**config.mk**
```make
export PLATFORM = sky130hd
export DESIGN_NAME = ram_port_arbiter
export DESIGN_NICKNAME = d
export VERILOG_FILES = /design/src/rtl/ram_port_arbiter.sv
export SDC_FILE = /design/constraint.sdc
export NUM_CORES = 1
export LEC_CHECK = 0
export BUFFER_PORTS_ARGS = -buffer_cell sky130_fd_sc_hd__buf_2
export CAP_MARGIN = 10
export CORE_AREA = 2 2 118 108
export CTS_CLUSTER_SIZE = 14
export DETAILED_ROUTE_END_ITERATION = 7
export DIE_AREA = 0 0 120 110
export PLACE_DENSITY = 0.79
export SLEW_MARGIN = 30
export SYNTH_ARGS = -nofsm -noshare
export SYNTH_HDL_FRONTEND = slang
export SYNTH_SLANG_ARGS = --single-unit
```
**constraint.sdc**
```tcl
create_clock -name clk -period 6.55 [get_ports clk]
set_input_delay 0.9825 -clock clk [delete_from_list [all_inputs] [get_ports clk]]
set_output_delay 0.9825 -clock clk [all_outputs]
set_load 0.05 [all_outputs]
```
**src/rtl/ram_port_arbiter.sv**
```systemverilog
// Two-requester arbiter for one synchronous RAM port: round-robin with bounded bursts,
// registered RAM command, read-data return by tag. Define ARB_FIXED_PRIO_EN for fixed priority.
module ram_port_arbiter #(
  parameter int unsigned AW        = 8,
  parameter int unsigned DW        = 32,
  parameter int unsigned RD_LAT    = 1,
  parameter int unsigned MAX_BURST = 4
) (
  input  logic          clk,
  input  logic          rst,
  input  logic          req0,
  input  logic          we0,
  input  logic [AW-1:0] addr0,
  input  logic [DW-1:0] wdata0,
  input  logic          req1,
  input  logic          we1,
  input  logic [AW-1:0] addr1,
  input  logic [DW-1:0] wdata1,
  output logic          gnt0,
  output logic          gnt1,
  output logic          rvalid0,
  output logic          rvalid1,
  output logic [DW-1:0] rdata0,
  output logic [DW-1:0] rdata1,
  output logic          ram_en,
  output logic          ram_we,
  output logic [AW-1:0] ram_addr,
  output logic [DW-1:0] ram_din,
  input  logic [DW-1:0] ram_dout,
  output logic [1:0]    owner
);

  localparam int unsigned BW = $clog2(MAX_BURST + 1);

  typedef enum logic [1:0] {StIdle, StOwn0, StOwn1} state_e;

  state_e        state_q, state_d;
  logic [BW-1:0] burst_cnt_q, burst_cnt_d;
  logic          rr_q, rr_d;
  logic [1:0]    owner_d;
  logic          burst_ok;

  logic          acc;
  logic          rd_acc;
  logic          sel_we;
  logic [AW-1:0] sel_addr;
  logic [DW-1:0] sel_wdata;

  logic [RD_LAT:0] pipe_vld_q;
  logic [RD_LAT:0] pipe_id_q;

  assign burst_ok = burst_cnt_q < BW'(MAX_BURST);

  always_comb begin
    gnt0 = 1'b0;
    gnt1 = 1'b0;
`ifdef ARB_FIXED_PRIO_EN
    gnt0 = req0;
    gnt1 = req1 & ~req0;
`else
    case (state_q)
      StIdle: begin
        if (req0 && req1) begin
          gnt0 = ~rr_q;
          gnt1 = rr_q;
        end else begin
          gnt0 = req0;
          gnt1 = req1;
        end
      end
      StOwn0: begin
        if (req0 && (burst_ok || !req1)) gnt0 = 1'b1;
        else if (req1)                   gnt1 = 1'b1;
      end
      StOwn1: begin
        if (req1 && (burst_ok || !req0)) gnt1 = 1'b1;
        else if (req0)                   gnt0 = 1'b1;
      end
      default: ;
    endcase
`endif
  end

  // rr_q = 1 favours req1 when both request from idle; set on a handover to point back
  always_comb begin
    state_d     = StIdle;
    burst_cnt_d = '0;
    rr_d        = rr_q;
    owner_d     = 2'b00;
    if (gnt0) begin
      state_d = StOwn0;
      owner_d = 2'b01;
      if (state_q == StOwn0) begin
        burst_cnt_d = burst_ok ? burst_cnt_q + BW'(1) : burst_cnt_q;
      end else begin
        burst_cnt_d = BW'(1);
      end
      if (state_q == StOwn1) rr_d = 1'b1;
    end else if (gnt1) begin
      state_d = StOwn1;
      owner_d = 2'b10;
      if (state_q == StOwn1) begin
        burst_cnt_d = burst_ok ? burst_cnt_q + BW'(1) : burst_cnt_q;
      end else begin
        burst_cnt_d = BW'(1);
      end
      if (state_q == StOwn0) rr_d = 1'b0;
    end
  end

  assign acc       = gnt0 | gnt1;
  assign sel_we    = gnt1 ? we1 : we0;
  assign sel_addr  = gnt1 ? addr1 : addr0;
  assign sel_wdata = gnt1 ? wdata1 : wdata0;
  assign rd_acc    = acc & ~sel_we;

  always_ff @(posedge clk or posedge rst) begin
    if (rst) begin
      state_q     <= StIdle;
      burst_cnt_q <= '0;
      rr_q        <= 1'b0;
      owner       <= 2'b00;
      ram_en      <= 1'b0;
      ram_we      <= 1'b0;
      ram_addr    <= '0;
      ram_din     <= '0;
    end else begin
      state_q     <= state_d;
      burst_cnt_q <= burst_cnt_d;
      rr_q        <= rr_d;
      owner       <= owner_d;
      ram_en      <= acc;
      ram_we      <= acc & sel_we;
      if (acc) begin
        ram_addr <= sel_addr;
        ram_din  <= sel_wdata;
      end
    end
  end

  // Read tags ride alongside the RAM latency; id 1 marks a requester-1 read
  always_ff @(posedge clk or posedge rst) begin
    if (rst) begin
      pipe_vld_q <= '0;
      pipe_id_q  <= '0;
      rvalid0    <= 1'b0;
      rvalid1    <= 1'b0;
      rdata0     <= '0;
      rdata1     <= '0;
    end else begin
      pipe_vld_q <= {pipe_vld_q[RD_LAT-1:0], rd_acc};
      pipe_id_q  <= {pipe_id_q[RD_LAT-1:0], gnt1};
      rvalid0    <= pipe_vld_q[RD_LAT] & ~pipe_id_q[RD_LAT];
      rvalid1    <= pipe_vld_q[RD_LAT] & pipe_id_q[RD_LAT];
      if (pipe_vld_q[RD_LAT] && !pipe_id_q[RD_LAT]) rdata0 <= ram_dout;
      if (pipe_vld_q[RD_LAT] && pipe_id_q[RD_LAT])  rdata1 <= ram_dout;
    end
  end

endmodule

```
==> run_results.csv <==
group,metric,value,unit
outcome,status,"finished clean",
global_route,first_global_vias,4463,
setup_path,cp.required,5.57,ns
sta,fmax,256,MHz
floorplanning,die_width,120,um
synth,yosysUniqueCellTypes,36,
layout,postLayoutCoreUtil,58.8,%
route,final_antenna_net_count,0,
clocking,clock_latency,0.41,ns
route,drt_pre_antenna_iters,4,
setup_path,startpoint_type,"input port",
clocking,cts_buffers,17,
placed_design,place_congestion,0.774,
pwr,irDropWorstVdd,0.176,mV
layout,layout-drive-gt1-share,47.0,%
sta,finalMaxSlewViolations,0,
sta,finalSetupTns,0,ns
layout,fillers,961,
setup_path,cp_cell_sequence,"buf_2 -> clkinv_1 -> o211ai_4 -> buf_4 -> inv_2 -> buf_2",
clocking,cts.sinks,118,
route,drt-initial-drc-count,297,
route,wl,14.5,mm
synth,avgSynthCellArea,12.4,um2
sta,clock_skew,0.00501,ns
clocking,clockBufferDepth,2,
layout,seq_area,2950,um2
setup_path,end_kind,"primary output",
route,drcViolationCount,0,
synth,netlist.area_leader.share,56.0,%
floorplanning,initial_core_util,44.2,%
global_route,antenna_found_initial,0,
global_route,grt_max_degree,67,
pwr,p_per_area,434,nW/um2
sta,relSlewSlack,42.8,%
global_route,use_met1,25.4,%
synth,synth_warnings,0,
sta,post-route-period-util,59.7,%
clocking,post_cts_resized,0,
synth,synth_edf_count,0,
layout,multiInputGateArea,2050,um2
setup_path,path_depth,6,
clocking,cts_hold_buf,0,
setup_path,r2r_cells,4,
sta,rsz0062_at_grt,"no",
route,wl_per_cell,17.8,um
synth,ys_seq_elements,118,
clocking,clk_pin_slew_worst_paths,0.06,ns
global_route,grt-ovfl-total,0,
setup_path,crit_family,"buffers and inverters",
setup_path,cp.buffers_inverters,5,
route,vias_per_cell,5.51,
clocking,tritoncts,"yes",
sta,hold_violations,0,
sta,worst_pin_slew,0.858,ns
global_route,top_usage_layer,"met2",
floorplanning,std_cell_rows,38,
synth,synth.area.top_cells,"dfrtp_1 56%, o221a_1 8.5%, mux2_2 7.5%",
layout,n_antenna_cell,0,
synth,synthArstFlopShare,100,%
setup_path,crit_path_frequent_cell,"buf_2",
layout,area_growth,33.0,%
global_route,met3_usage,8.59,%
floorplanning,fp.dieH,110,um
synth,synthesis.nets,545,
synth,ys.flop_type,"dfrtp_1",
synth,ys_seq_area_share,56.0,%
synth,syn_area,5270,um2
placed_design,dp_slack,2.66,ns
placed_design,hpwl,10.0,mm
pwr,power.leakage,3.24,nW
min_path,hold_depth,0,
layout,final_common_cell,"buf_2",
setup_path,cp_slowest_cell,"buf_2",
setup_path,slowest_delay,0.65,ns
synth,synth_top_cell_by_area,"dfrtp_1",
clocking,h-tree-depth,4,
floorplanning,coreArea,11900,um2
clocking,cts_setup_buffers,0,
global_route,grt_util_met2,37.3,%
global_route,grt_pass1_wl,22.4,mm
layout,final_cell_mix,"229 x buf_2, 118 x dfrtp_1, 43 x nor2_1",
floorplanning,io_pins,230,
sta,fin_hold_ws,0.349,ns
sta,post-route-min-period,3.91,ns
clocking,root_buffer,"clkbuf_16",
sta,setup_viol,0,
synth,syn_inst,426,
route,vias,4490,
setup_path,cp_max_fo,46,
layout,layout.nets,762,
floorplanning,die_area,13200,um2
pwr,power,3.04,mW
setup_path,arrival,2.93,ns
setup_path,crit_type,"input port to primary output",
min_path,hold_path_class,"flip-flop to flip-flop",
sta,fin_ws,2.64,ns
global_route,grt.total_usage,22.0,%
placed_design,numPortBuffers,229,
flow_run,max_cap_viol_count,0,
## final timing paths
check                              start            end  slack, ns
max                                 req1           gnt0       2.64
min                        pipe_vld_q[0]  pipe_vld_q[1]       0.35
max reg2reg                   state_q[1]    ram_din[12]       4.43
min reg2reg                pipe_vld_q[0]  pipe_vld_q[1]       0.35
max in group asynchronous            rst     rdata0[18]       4.59
min in group asynchronous            rst    ram_din[25]       0.66
## registers in the layout, summed over array words and instances, names as in the netlist
signal       flops
ram_din         32
rdata0          32
rdata1          32
ram_addr         8
burst_cnt_q      3
pipe_id_q        2
pipe_vld_q       2
state_q          2
ram_en           1
ram_we           1
rr_q             1
rvalid0          1
rvalid1          1
## synth_stat cells (2+ instances only)
library cell and n:
buf_4 6, mux2_2 35, clkbuf_1 10, buf_2 5, dfrtp_1 118, o221a_1 40, o22ai_1 39, buf_6 9
inv_2 2, mux2_1 29, o21ai_0 2, buf_1 6, nor2_1 43, a211oi_1 2, inv_1 7, nand2b_1 5
a21oi_1 42, nand2_1 8
## cells by family (layout without fill, tap and decap cells)
logic type	after synthesis	in the layout	synth area share [%]
adders and majority gates	1	1	0.237
muxes	66	66	14.1
AOI/OAI and AO/OA	133	133	19.5
DFF	118	118	56.0
buffers and inverters	46	275	5.10
xor gates and xnor gates	1	1	0.166
and+or+nand+nor	61	61	4.89
## area by class of cell
class | count | area share [%]
Timing Repair Buffer | 234 | 16.9
Multi-Input combinational cell | 262 | 29.3
Clock inverter | 11 | 1.80
Tap cell | 160 | 2.86
Inverter | 10 | 0.571
Clock buffer | 20 | 6.51
Sequential cell | 118 | 42.1
## stage by stage
step	std cells	instance area, um2
2_1_floorplan	426	5270
6_report	815	7010
3_3_place_gp	784	6430
3_5_place_dp	784	6430
4_1_cts	815	7010
5_1_grt	815	7010
## layer usage
metal | routed length, um | vias up | part of all wire (%)
met5 | 0 | - | 0
met3 | 1320 | 23 | 9.1
met2 | 7120 | 232 | 49
li1 | - | 2039 | -
met4 | 229 | 0 | 1.6
met1 | 5800 | 2196 | 40
## worst register-to-register path, stage by stage, from the launching register on
cell and delay (ns):
dfrtp_1 0.63, a21bo_2 0.74, o22ai_1 0.27, a21oi_1 0.23, o221a_1 0.18
## report_power, final
part / total (mW) / leakage, nW / switching (mW) / internal, mW
sequential: 1.01 / 1.37 / 0.105 / 0.901
clock: 0.904 / 0.274 / 0.326 / 0.578
combinational: 1.13 / 1.60 / 0.835 / 0.297
total: 3.04 / 3.24 / 1.27 / 1.78
(Power assumes the default switching activity.)
